$ cat config.mk
export PLATFORM = sky130hd
export DESIGN_NAME = uart_tx_queue
export DESIGN_NICKNAME = d
export VERILOG_FILES = /design/src/rtl/uart_tx_queue.sv
export SDC_FILE = /design/constraint.sdc
export NUM_CORES = 1
export LEC_CHECK = 0
export ABC_CLOCK_PERIOD_IN_PS = 3000
export CELL_PAD_IN_SITES_DETAIL_PLACEMENT = 0
export CELL_PAD_IN_SITES_GLOBAL_PLACEMENT = 1
export CORE_MARGIN = 8
export CORE_UTILIZATION = 45
export CTS_CLUSTER_SIZE = 40
export DETAILED_ROUTE_END_ITERATION = 10
export GPL_TIMING_DRIVEN = 0
export PLACE_DENSITY = 0.72
export SYNTH_ARGS = -nofsm -noshare
export SYNTH_HDL_FRONTEND = slang
export SYNTH_SLANG_ARGS = --single-unit
$ cat constraint.sdc
create_clock -name clk -period 3 [get_ports clk]
set_input_delay 0.45 -clock clk [delete_from_list [all_inputs] [get_ports clk]]
set_output_delay 0.45 -clock clk [all_outputs]
set_load 0.005 [all_outputs]
$ cat src/rtl/uart_tx_queue.sv
// uart_tx_queue: circular byte FIFO feeding a UART transmitter through an IDLE/LOAD/START/WAIT handshake FSM.
// Define UART_TX_CRLF_EN to expand each 0x0A into the pair 0x0D, 0x0A.
module uart_tx_queue #(
  parameter int DEPTH = 16,
  parameter int AW    = 4
) (
  input  logic          clk,
  input  logic          rst,
  input  logic          wr_en,
  input  logic [7:0]    wr_data,
  output logic          full,
  output logic          empty,
  output logic [AW:0]   count,
  output logic          overflow,
  output logic [7:0]    tx_data,
  output logic          tx_start,
  input  logic          tx_done,
  output logic          busy
);
  typedef enum logic [1:0] {IDLE, LOAD, START, WAIT} state_t;
  state_t state, state_nx, after_wait;
  logic [7:0] mem [DEPTH];
  logic [AW-1:0] wr_ptr, rd_ptr;
  logic push, pop;
`ifdef UART_TX_CRLF_EN
  logic lf_pending;
  assign after_wait = lf_pending ? LOAD : IDLE;
`else
  assign after_wait = IDLE;
`endif
  assign full     = count == (AW+1)'(DEPTH);
  assign empty    = count == '0;
  assign push     = wr_en && !full;
  assign pop      = state == IDLE && !empty;
  assign tx_start = state == START;
  assign busy     = state != IDLE;
  always_comb begin
    state_nx = state;
    state_nx = state == IDLE  ? (pop ? LOAD : IDLE) :
               state == LOAD  ? START :
               state == START ? WAIT :
               (tx_done ? after_wait : WAIT);
  end
  always_ff @(posedge clk or posedge rst)
    if (rst) state <= IDLE;
    else     state <= state_nx;
  // Storage is never reset; only pointers and count define its valid contents.
  always_ff @(posedge clk)
    if (push) mem[wr_ptr] <= wr_data;
  always_ff @(posedge clk or posedge rst)
    if (rst) begin
      wr_ptr     <= '0;
      rd_ptr     <= '0;
      count      <= '0;
      overflow   <= 1'b0;
      tx_data    <= 8'h00;
`ifdef UART_TX_CRLF_EN
      lf_pending <= 1'b0;
`endif
    end else begin
      overflow <= wr_en && full;
      count    <= count + (AW+1)'(push) - (AW+1)'(pop);
      if (push) wr_ptr <= wr_ptr + AW'(1);
      if (pop) begin
        rd_ptr  <= rd_ptr + AW'(1);
        tx_data <= mem[rd_ptr];
      end
`ifdef UART_TX_CRLF_EN
      if (pop && mem[rd_ptr] == 8'h0A) begin
        tx_data    <= 8'h0D;
        lf_pending <= 1'b1;
      end
      if (state == WAIT && tx_done && lf_pending) begin
        tx_data    <= 8'h0A;
        lf_pending <= 1'b0;
      end
`endif
    end
endmodule

==> impl_summary.txt <==
----------------------------------------------------
[Run status]
  Run status ... complete, no violations

[Place]
  Input/output buffers ... 29
  Post-place setup slack ... -0.148 ns
  Routability congestion estimate ... 0.774
  Placed Area ... 6700 sq um
  DP Wirelength ... 7720 microns

[Route]
  Final ANT Viol Nets ... 0
  Final Routed Wirelength ... 11,900 microns
  Vias ... 3,007
  Via density per instance ... 5.40
  Drt initial violations ... 292
  Detailed-router iteration count before antenna repair ... 6
  Remaining DRCs ... 0
  Routed WL per cell ... 21.4 microns

[Setup path]
  Worst reg2reg endpoint ... count[4]
  Crit-path cells ... inv_1 -> ha_1 -> nor4b_4 -> nand2b_4 -> inv_1 -> ha_1 -> inv_1 -> ha_1 -> fa_1 -> a21oi_1 -> nor2_1 -> nor2_1 -> xnor2_1
  Path depth of the worst reg2reg path ... 13
  CP Launch Type ... flop
  Delay of the slowest critical-path stage ... 0.41 ns
  Count of buffer and inverter cells on the critical path ... 3
  Setup Crit Path Kind ... flop to flop
  CP max FO ... 5
  Crit-path slowest cell ... sky130_fd_sc_hd__fa_1
  Family with the most delay on the worst path ... adder cells
  R2R Setup Slk ... 0.21 ns
  Arrival time at the worst endpoint ... 3.13 ns
  CP endpoint kind ... flop
  FF-to-FF Start ... count[2]
  Critical Path RT ... 3.34 ns

[Logic synthesis]
  Post-Synthesis Cell Area ... 6120 sq um
  Most frequent cell after synthesis ... sky130_fd_sc_hd__edfxtp_1
  Register bit count reported by yosys ... 152
  Number of synthesis warnings ... 0
  Mean Syn Cell Area ... 19.4 sq um
  Leading cell types by count after synthesis ... sky130_fd_sc_hd__edfxtp_1 (128), sky130_fd_sc_hd__mux4_2 (25), sky130_fd_sc_hd__dfrtp_1 (24), sky130_fd_sc_hd__nor2_1 (17), sky130_fd_sc_hd__inv_1 (15)
  Commonest register cell after synthesis ... sky130_fd_sc_hd__edfxtp_1
  Syn nets ... 340
  Area share of the largest cell type after synthesis ... 0.628
  Sequential share of the synthesized area ... 0.726
  Netlist cell types ... 36
  EDFF count, synth ... 128
  Instance count of the mapped netlist ... 316
  Async S/R FF share, synth ... 0.158
  Synth top area cells ... sky130_fd_sc_hd__edfxtp_1 (63%), sky130_fd_sc_hd__dfrtp_1 (9.8%), sky130_fd_sc_hd__mux4_2 (9.2%)
  Area leader, netlist ... sky130_fd_sc_hd__edfxtp_1

[Min path]
  Destination of the worst hold path ... state[0]
  Worst hold path stage count ... 2
  Min-delay src ... state[1]
  Worst min-delay path class ... flop to flop

[Power]
  Peak ir drop on the vdd network ... 435 uV
  Total power divided by cell area ... 966 nW/um^2
  Total power ... 7120 uW
  Leak Pwr ... 0.00254 uW

[Timing]
  Total negative slack for setup checks ... 0 ns
  Clock Skew ... 0.00521 ns
  Post-route fraction of the period consumed by the critical path ... 0.930
  Post-layout minimum cycle time ... 2.79 ns
  Total count of hold-check failures in the final report ... 0
  Max-slew violation count ... 0
  Worst-margin pin slew ... 0.968 ns
  Fmax ... 0.359 GHz
  Total setup violations reported at the end of the flow ... 0
  Post-route worst setup slack ... 0.211 ns
  Worst slew margin relative to its limit ... 0.354

[CTS]
  Hold-fix buffers at CTS ... 0
  Number of setup buffers added after CTS ... 0
  Number of buffers created by CTS ... 17
  Clock tree from TritonCTS ... yes
  H-tree levels ... 4
  Clock edge transition at the registers on the reported setup and hold paths ... 0.06 ns
  Buffer cell driving the clock tree root ... sky130_fd_sc_hd__clkbuf_16
  Max Buffers Root-to-Sink ... 2
  Clk Latency, worst-skew pair ... 0.41 ns
  Clock Sinks ... 152

[Floorplanning]
  Die Area ... 17,600 sq um
  I/O pin count ... 30
  Height of the die ... 133 microns
  Row count ... 42
  Core region area ... 13,200 sq um
  Starting utilization of the core area ... 0.462
  Horizontal die dimension ... 133 microns

[Final layout]
  Layout area overhead ... 20.4%
  Post-Layout Inst Area ... 7370 sq um
  Number of nets in the final layout ... 392
  Fill cell instance count of the final layout ... 1,045
  Fraction of layout cells with a size suffix above 1 ... 0.218
  Ant diodes ... 0
  Final core utilization ... 0.557

[GRT]
  Maximum number of pins on one net before global-route repair ... 25
  First-pass GRT wire length ... 18,500 microns
  Remaining Overflow, GRT ... 0
  Total track usage ... 0.144
  Number of global-route vias before repair ... 3,100
  Antenna violations before repair ... 0

[Run]
  Total of max-cap violations ... 0

----------------------------------------------------
==> layout by cell type, fill, tap and decap left out, types with 3 or more instances in the layout <==
master,instances
sky130_fd_sc_hd__mux2_2,7
sky130_fd_sc_hd__nor3_2,4
sky130_fd_sc_hd__mux2i_1,9
sky130_fd_sc_hd__clkbuf_1,11
sky130_fd_sc_hd__xnor2_1,7
sky130_fd_sc_hd__a221o_1,7
sky130_fd_sc_hd__buf_4,6
sky130_fd_sc_hd__ha_1,11
sky130_fd_sc_hd__xor2_1,3
sky130_fd_sc_hd__dfrtp_1,24
sky130_fd_sc_hd__mux4_2,25
sky130_fd_sc_hd__bufinv_16,4
sky130_fd_sc_hd__and2_1,5
sky130_fd_sc_hd__mux4_1,7
sky130_fd_sc_hd__nor4_2,4
sky130_fd_sc_hd__clkbuf_16,17
sky130_fd_sc_hd__clkdlybuf4s50_1,29
sky130_fd_sc_hd__nand2_1,9
sky130_fd_sc_hd__nor2_1,17
sky130_fd_sc_hd__clkinv_2,3
sky130_fd_sc_hd__inv_1,14
sky130_fd_sc_hd__clkbuf_8,3
sky130_fd_sc_hd__edfxtp_1,128
==> power breakdown <==
group          total (uW)  switching [uW]  internal [uW]
combinational        2080            1030           1050
sequential           2800             174           2630
clock                2230             779           1450
total                7120            1980           5140
==> sequential cells by signal, indices dropped and copies added (netlist names) <==
signal,flops
tx_data,8
count,5
state,2
overflow,1
rd_ptr,4
mem,128
wr_ptr,4
==> cell families (layout without fill, tap and decap cells) <==
group,count (synthesis),count (layout),synth area share
mux,48,48,0.150
flops,152,152,0.726
compound gates,13,13,0.0172
buf+inv,29,94,0.0233
fa+ha+maj,12,12,0.0258
simple gates,52,52,0.0434
xor+xnor,10,10,0.0143
==> per-stage QoR <==
step / std cells / hold slack [ns]
after floorplan: 316 / 0.465
after CTS: 557 / 0.512
final: 557 / 0.510
after global placement: 521 / 0.490
after detailed placement: 525 / 0.501
after global routing: 557 / 0.528
==> metal layers <==
| metal | up-vias | wire (microns) | share of wire | GRT usage |
|---|---|---|---|---|
| li1 | 1356 | - | - | - |
| met1 | 1567 | 5430 | 0.46 | 0.187 |
| met2 | 69 | 5680 | 0.48 | 0.221 |
| met3 | 15 | 594 | 0.050 | 0.0379 |
| met4 | 0 | 206 | 0.017 | 0.0681 |
| met5 | - | 0 | 0 | 0 |
==> area by class of cell <==
class,instances,area (sq um),share of cell area
well taps,176,220,0.0299
clock inverters,8,143,0.0194
plain buffers,14,90.1,0.0122
inverters,15,56.3,0.00764
flip-flops and latches,152,4440,0.603
clock buffers,24,482,0.0654
repair buffers,33,320,0.0435
multi-input cells,135,1610,0.219
==> worst reg2reg max path, cell delays in order (launching register included) <==
cell                       delay (ns)
sky130_fd_sc_hd__dfrtp_1         0.40
sky130_fd_sc_hd__inv_1           0.09
sky130_fd_sc_hd__ha_1            0.19
sky130_fd_sc_hd__nor4b_4         0.28
sky130_fd_sc_hd__nand2b_4        0.20
sky130_fd_sc_hd__inv_1           0.13
sky130_fd_sc_hd__ha_1            0.31
sky130_fd_sc_hd__inv_1           0.04
sky130_fd_sc_hd__ha_1            0.20
sky130_fd_sc_hd__fa_1            0.41
sky130_fd_sc_hd__a21oi_1         0.17
sky130_fd_sc_hd__nor2_1          0.06
sky130_fd_sc_hd__nor2_1          0.12
sky130_fd_sc_hd__xnor2_1         0.13
==> how the worst max path moves through the flow <==
stage / start / to / cells after the start
after floorplan: count[3] / count[4] / 13
after global placement: wr_en / mem[3][6] / 5
after detailed placement: wr_en / count[4] / 12
after CTS: count[2] / count[4] / 14
after global routing: count[2] / count[4] / 14
final: count[2] / count[4] / 13
==> timing repair <==
item | 4_1_cts | 5_1_grt
endpoints found under the hold margin | 0 | 0
endpoints found under the setup margin | 1 | 1
cloned | 0 | 0
resized for setup | 2 | 8
Power figures use the tool's default switching activity.
==> variant 1, RTL diff (same flow settings) <==
Put one more register stage on the output `count`. The value now appears one clock later. The other outputs are not delayed to match.
--- a/src/rtl/uart_tx_queue.sv
+++ b/src/rtl/uart_tx_queue.sv
@@ -18,6 +18,8 @@
   output logic          busy
 );
   typedef enum logic [1:0] {IDLE, LOAD, START, WAIT} state_t;
+
+  logic [AW:0] count_s0;
   state_t state, state_nx, after_wait;
   logic [7:0] mem [DEPTH];
   logic [AW-1:0] wr_ptr, rd_ptr;
@@ -28,8 +30,8 @@
 `else
   assign after_wait = IDLE;
 `endif
-  assign full     = count == (AW+1)'(DEPTH);
-  assign empty    = count == '0;
+  assign full     = count_s0 == (AW+1)'(DEPTH);
+  assign empty    = count_s0 == '0;
   assign push     = wr_en && !full;
   assign pop      = state == IDLE && !empty;
   assign tx_start = state == START;
@@ -51,7 +53,7 @@
     if (rst) begin
       wr_ptr     <= '0;
       rd_ptr     <= '0;
-      count      <= '0;
+      count_s0   <= '0;
       overflow   <= 1'b0;
       tx_data    <= 8'h00;
 `ifdef UART_TX_CRLF_EN
@@ -59,7 +61,7 @@
 `endif
     end else begin
       overflow <= wr_en && full;
-      count    <= count + (AW+1)'(push) - (AW+1)'(pop);
+      count_s0 <= count_s0 + (AW+1)'(push) - (AW+1)'(pop);
       if (push) wr_ptr <= wr_ptr + AW'(1);
       if (pop) begin
         rd_ptr  <= rd_ptr + AW'(1);
@@ -76,5 +78,9 @@
       end
 `endif
     end
+  always_ff @(posedge clk) begin
+    count <= count_s0;
+  end
+
 endmodule
 
Formal check against the unedited RTL: not equivalent (a bounded check fails within 4 cycles, from zero or initial values and one cycle with rst high).
==> variant 1 against the original RTL <==
  * Worst setup slack better by 0.042 ns
  * Sequential power up 4%
  * Sequential cell count up 5
  * Final area up 0.83%
  * Via count up 0.86%
  * Sequential share of layout area up 0.85 points
  * Critical endpoint is now count_s0[4]
  * Fmax up 1.5%
  * Area after synthesis up 1.6%
  * Wire length up 0.51%
  * Non-clock buffer count up 2
  * Total power down 0.56%
  * Largest cell class unchanged
==> variant 1: results (changes against the original RTL) <==
- The layout net count is 399 (was 392).
- The port buffer count came to 29 (unchanged).
- The HPWL reported at the end of detailed placement was 7.779 mm (was 7.722 mm).
- The count of filler cells inserted in the layout is 1093 (was 1045).
- The insertion delay to the later sink of the worst-skew pair is 0.43 ns (was 0.41 ns).
- The worst vdd rail ir drop is 0.5664 mV (was 0.4354 mV).
- The critical setup path kind is reg -> reg (unchanged).
- The area of placed instances is 0.006812 mm2 (was 0.006704 mm2).
- The cell internal power dissipation came to 5.076 mW (was 5.135 mW).
- The total iterations of the first detailed-routing run is 4 (was 6).
- The routability congestion estimate was 0.7349 (was 0.7736).
- The worst path arrival time was 3.09 ns (was 3.13 ns).
- The part of the Yosys area used for sequential elements is 73.08% (was 72.64%).
- The number of enable-type register cells in the synthesized netlist came to 128 (unchanged).
- The relative max-transition margin was 35.20% (was 35.40%).
- The number of global-route vias before repair came to 3168 (was 3100).
- The proportion of synthesized flip-flops having asynchronous set or reset is 15.29% (was 15.79%).
- The leakage power was 2.560 nW (was 2.543 nW).
- The vias per cell is 5.340 (was 5.399).
- The reg-to-reg startpoint was count_s0[2] (was count[2]).
- Top Registers: mem: 128 flops, tx_data: 8 flops (was mem: 128 flops, tx_data: 8 flops, count: 5 flops).
- The top fanout value on the critical path is 8 (was 5).
- The number of violations reported at the end of detailed-routing iteration 0 came to 221 (was 292).
- The aggregate routed wire length was 11.97 mm (was 11.91 mm).
- The share of layout cells above drive strength 1 came to 21.39% (was 21.78%).
- The class of the tightest hold or removal check is reg -> reg (unchanged).
- The number of cell instances on the worst register-to-register path is 14 (was 13).
- The final setup skew was 0.01058 ns (was 0.005207 ns).
- The register-to-register path setup slack is 0.25 ns (was 0.21 ns).
- The first-pass GRT wire length is 18.69 mm (was 18.50 mm).
- The endpoint of the lowest-slack register-to-register path is count_s0[4] (was count[4]).
- The antenna diode count is 0 (unchanged).
- The count of warnings emitted by yosys was 0 (unchanged).
- The cell family with the largest share of critical-path delay is adder cells (unchanged).
- The count of distinct cell types in the synthesized netlist is 37 (was 36).
- The synthesized net count was 345 (was 340).
- The all-layer global routing usage is 14.55% (was 14.37%).
- Run status: finished clean (unchanged).
- Leading post-synthesis cells by cell area: sky130_fd_sc_hd__edfxtp_1 (62%), sky130_fd_sc_hd__dfrtp_1 (9.7%), sky130_fd_sc_hd__mux4_2 (9.1%) (was sky130_fd_sc_hd__edfxtp_1 (63%), sky130_fd_sc_hd__dfrtp_1 (9.8%), sky130_fd_sc_hd__mux4_2 (9.2%)).
variant 1: cell types whose count changed after synthesis, sizes merged:
cell / change
dfxtp: +5
variant 1: worst min path at each step:
stage,start,endpoint,slack [ns],cells past startpoint
after floorplan,count_s0[2],count[2],0.37,0
after global placement,count_s0[2],count[2],0.39,0
after detailed placement,count_s0[2],count[2],0.39,0
after CTS,count_s0[2],count[2],0.40,0
after global routing,count_s0[2],count[2],0.41,0
final,count_s0[2],count[2],0.40,0
variant 1: power by group through the flow:
stage	sequential, mW	clock [mW]	combinational [mW]
after floorplan	2.89	0	1.39
after global placement	2.92	0	2.02
after detailed placement	2.93	0	2.10
after CTS	2.89	2.15	2.12
after global routing	2.93	2.23	2.28
final	2.90	2.10	2.07
variant 1: repair_timing:
action,CTS,global route
setup buffers,0,1
endpoints found under the setup margin,1,1
resized for setup,3,4
pin swaps,0,0
variant 1: cell type report:
| class | instances | share of cell area [%] |
|---|---|---|
| clock inverters | 12 | 1.970 |
| flip-flops and latches | 157 | 61.16 |
| clock buffers | 20 | 5.876 |
| well taps | 180 | 3.031 |
| repair buffers | 35 | 4.513 |
| plain buffers | 14 | 1.212 |
| multi-input cells | 135 | 21.43 |
| inverters | 15 | 0.8082 |
variant 1: cells by family (layout without fill, tap and decap cells):
family,Yosys count,in the layout,share of synthesized area [%]
and+or+nand+nor,52,52,4.266
xor gates and xnor gates,10,10,1.409
buffers and inverters,29,96,2.294
adders and majority gates,12,12,2.535
AOI/OAI and AO/OA,13,13,1.690
DFF,157,157,73.08
muxes,48,48,14.73
variant 1: routing by layer:
layer,track usage [%],share of wire (%)
met2,22.59,49
met5,0,0
met4,6.051,1.6
met3,4.819,5.4
met1,18.43,44
variant 1: stage by stage:
step | setup TNS [ns] | worst slack [ns] | std cells | util [%]
2_1_floorplan | 0 | 0.3353 | 321 | -
3_3_place_gp | -27.31 | -0.7814 | 530 | 49.28
3_5_place_dp | -0.1733 | -0.1733 | 535 | 49.84
4_1_cts | 0 | 0.07042 | 567 | 54.21
5_1_grt | 0 | 0.07060 | 568 | 54.38
6_report | 0 | 0.2528 | 568 | 54.38
==> variant 2, RTL diff (same settings) <==
Made on the original files. Build with the macro `UART_TX_CRLF_EN` defined.
--- a/src/rtl/uart_tx_queue.sv
+++ b/src/rtl/uart_tx_queue.sv
@@ -1,5 +1,7 @@
 // uart_tx_queue: circular byte FIFO feeding a UART transmitter through an IDLE/LOAD/START/WAIT handshake FSM.
 // Define UART_TX_CRLF_EN to expand each 0x0A into the pair 0x0D, 0x0A.
+`define UART_TX_CRLF_EN
+
 module uart_tx_queue #(
   parameter int DEPTH = 16,
   parameter int AW    = 4
Function: changed (Yosys sat finds a counterexample within 4 cycles, from zero or initial values and one cycle with rst high).
==> variant 2 against the original RTL <==
  * Synthesized cell count rose by 8.9%
  * Sequential cell count rose by 1
  * Critical endpoint unchanged
  * Die area rose by 0.55%
  * Area after synthesis rose by 0.63%
  * Count of clock-buffer cells in the layout fell by 7
  * Cell count rose by 4.8%
  * Wire length rose by 0.23%
  * Worst setup slack improved by 0.039 ns
  * First-iteration DRC count fell by 29%
  * Total power rose by 3.3%
  * Final area rose by 0.83%
  * Clock skew rose by 0.0011 ns
  * Core utilization rose by 0.24 points
  * Clock power rose by 7%
  * Largest power group unchanged
==> variant 2: results (changes against the original RTL) <==
- The area of placed instances is 0.006723 mm2 (was 0.006704 mm2).
- The multiplexer share of the synthesized area is 11.62% (was 14.97%).
- The number of cell instances on the worst register-to-register path was 15 (was 13).
- The part of the power in combinational logic is 28.9% (was 29.3%).
- The worst vdd rail ir drop is 0.6749 mV (was 0.4354 mV).
- The synthesized net count is 368 (was 340).
- The fraction of area in multi-input gates is 21.65% (was 21.90%).
- The HPWL reported at the end of detailed placement was 8.268 mm (was 7.722 mm).
- Run status: finished clean (unchanged).
- The clock-cell share of area is 9.042% (was 8.472%).
- The standard cell core area is 0.01330 mm2 (was 0.01324 mm2).
- The leakage power was 2.540 nW (was 2.543 nW).
- The total power of the final layout is 7.351 mW (was 7.116 mW).
- The number of non-filler instances in the completed layout is 584 (was 557).
- The number of global-route vias before repair was 3317 (was 3100).
- The share of the synthesized area in compound gates (AO/OA/AOI/OAI) is 4.227% (was 1.718%).
- The worst slack at placement came to -0.5228 ns (was -0.1476 ns).
- The count of filler cells inserted in the layout is 1012 (was 1045).
- The top fanout value on the critical path came to 8 (was 5).
- The number of non-clock buffers in the layout came to 48 (was 47).
- The all-layer global routing usage came to 14.57% (was 14.37%).
- The clock sink count is 153 (was 152).
- The worst path arrival time is 3.09 ns (was 3.13 ns).
- The tightest hold margin was 0.5034 ns (was 0.5103 ns).
- The part of the Yosys area used for sequential elements was 72.59% (was 72.64%).
- The clock network fraction of total power is 32.5% (was 31.4%).
- The launch point of the worst hold path is tx_data[6] (was state[1]).
- The post-synthesis adder-cell area fraction is 2.560% (was 2.577%).
- The cell internal power dissipation is 5.215 mW (was 5.135 mW).
- The average wire per standard cell came to 20.44 um (was 21.38 um).
- The proportion of synthesized flip-flops having asynchronous set or reset was 16.34% (was 15.79%).
- The final setup skew came to 0.006267 ns (was 0.005207 ns).
- The total iterations of the first detailed-routing run is 4 (was 6).
- Leading post-synthesis cells by cell area: sky130_fd_sc_hd__edfxtp_1 (62%), sky130_fd_sc_hd__mux4_2 (10%), sky130_fd_sc_hd__dfrtp_1 (10%) (was sky130_fd_sc_hd__edfxtp_1 (63%), sky130_fd_sc_hd__dfrtp_1 (9.8%), sky130_fd_sc_hd__mux4_2 (9.2%)).
- The layout overhead on the synthesized area was 20.69% (was 20.45%).
==> variant 2: cell count changes in the layout (fill, tap and decap cells not counted), sizes merged, moves of 4 or more <==
cell,change
a22oi,+10
a22o,+8
a221o,-7
clkbuf,-7
and2,+6
a21oi,+5
mux2i,-5
mux4,-4
nand2,+4
nand4,+4
==> variant 2: how the worst max path moves through the flow <==
stage | from | endpoint | slack, ns
6_report | count[2] | count[4] | 0.25
5_1_grt | count[2] | count[4] | 0.02
4_1_cts | count[2] | count[4] | 0.01
3_5_place_dp | count[2] | count[4] | -0.52
3_3_place_gp | wr_en | mem[2][3] | -0.60
2_1_floorplan | count[3] | count[4] | 0.02
==> variant 2: per-layer routing <==
layer  vias up  track usage, %  wire length (um)
met4         0           6.751               193
li1       1457               -                 -
met3        18           4.315               525
met2        72           22.85              6031
met5         -               0                 0
met1      1612           18.24              5185
==> variant 2: timing repair <==
item / 4_1_cts / 5_1_grt
gates cloned: 0 / 0
endpoints found under the setup margin: 4 / 4
resized for setup: 5 / 6
setup buffers: 0 / 1
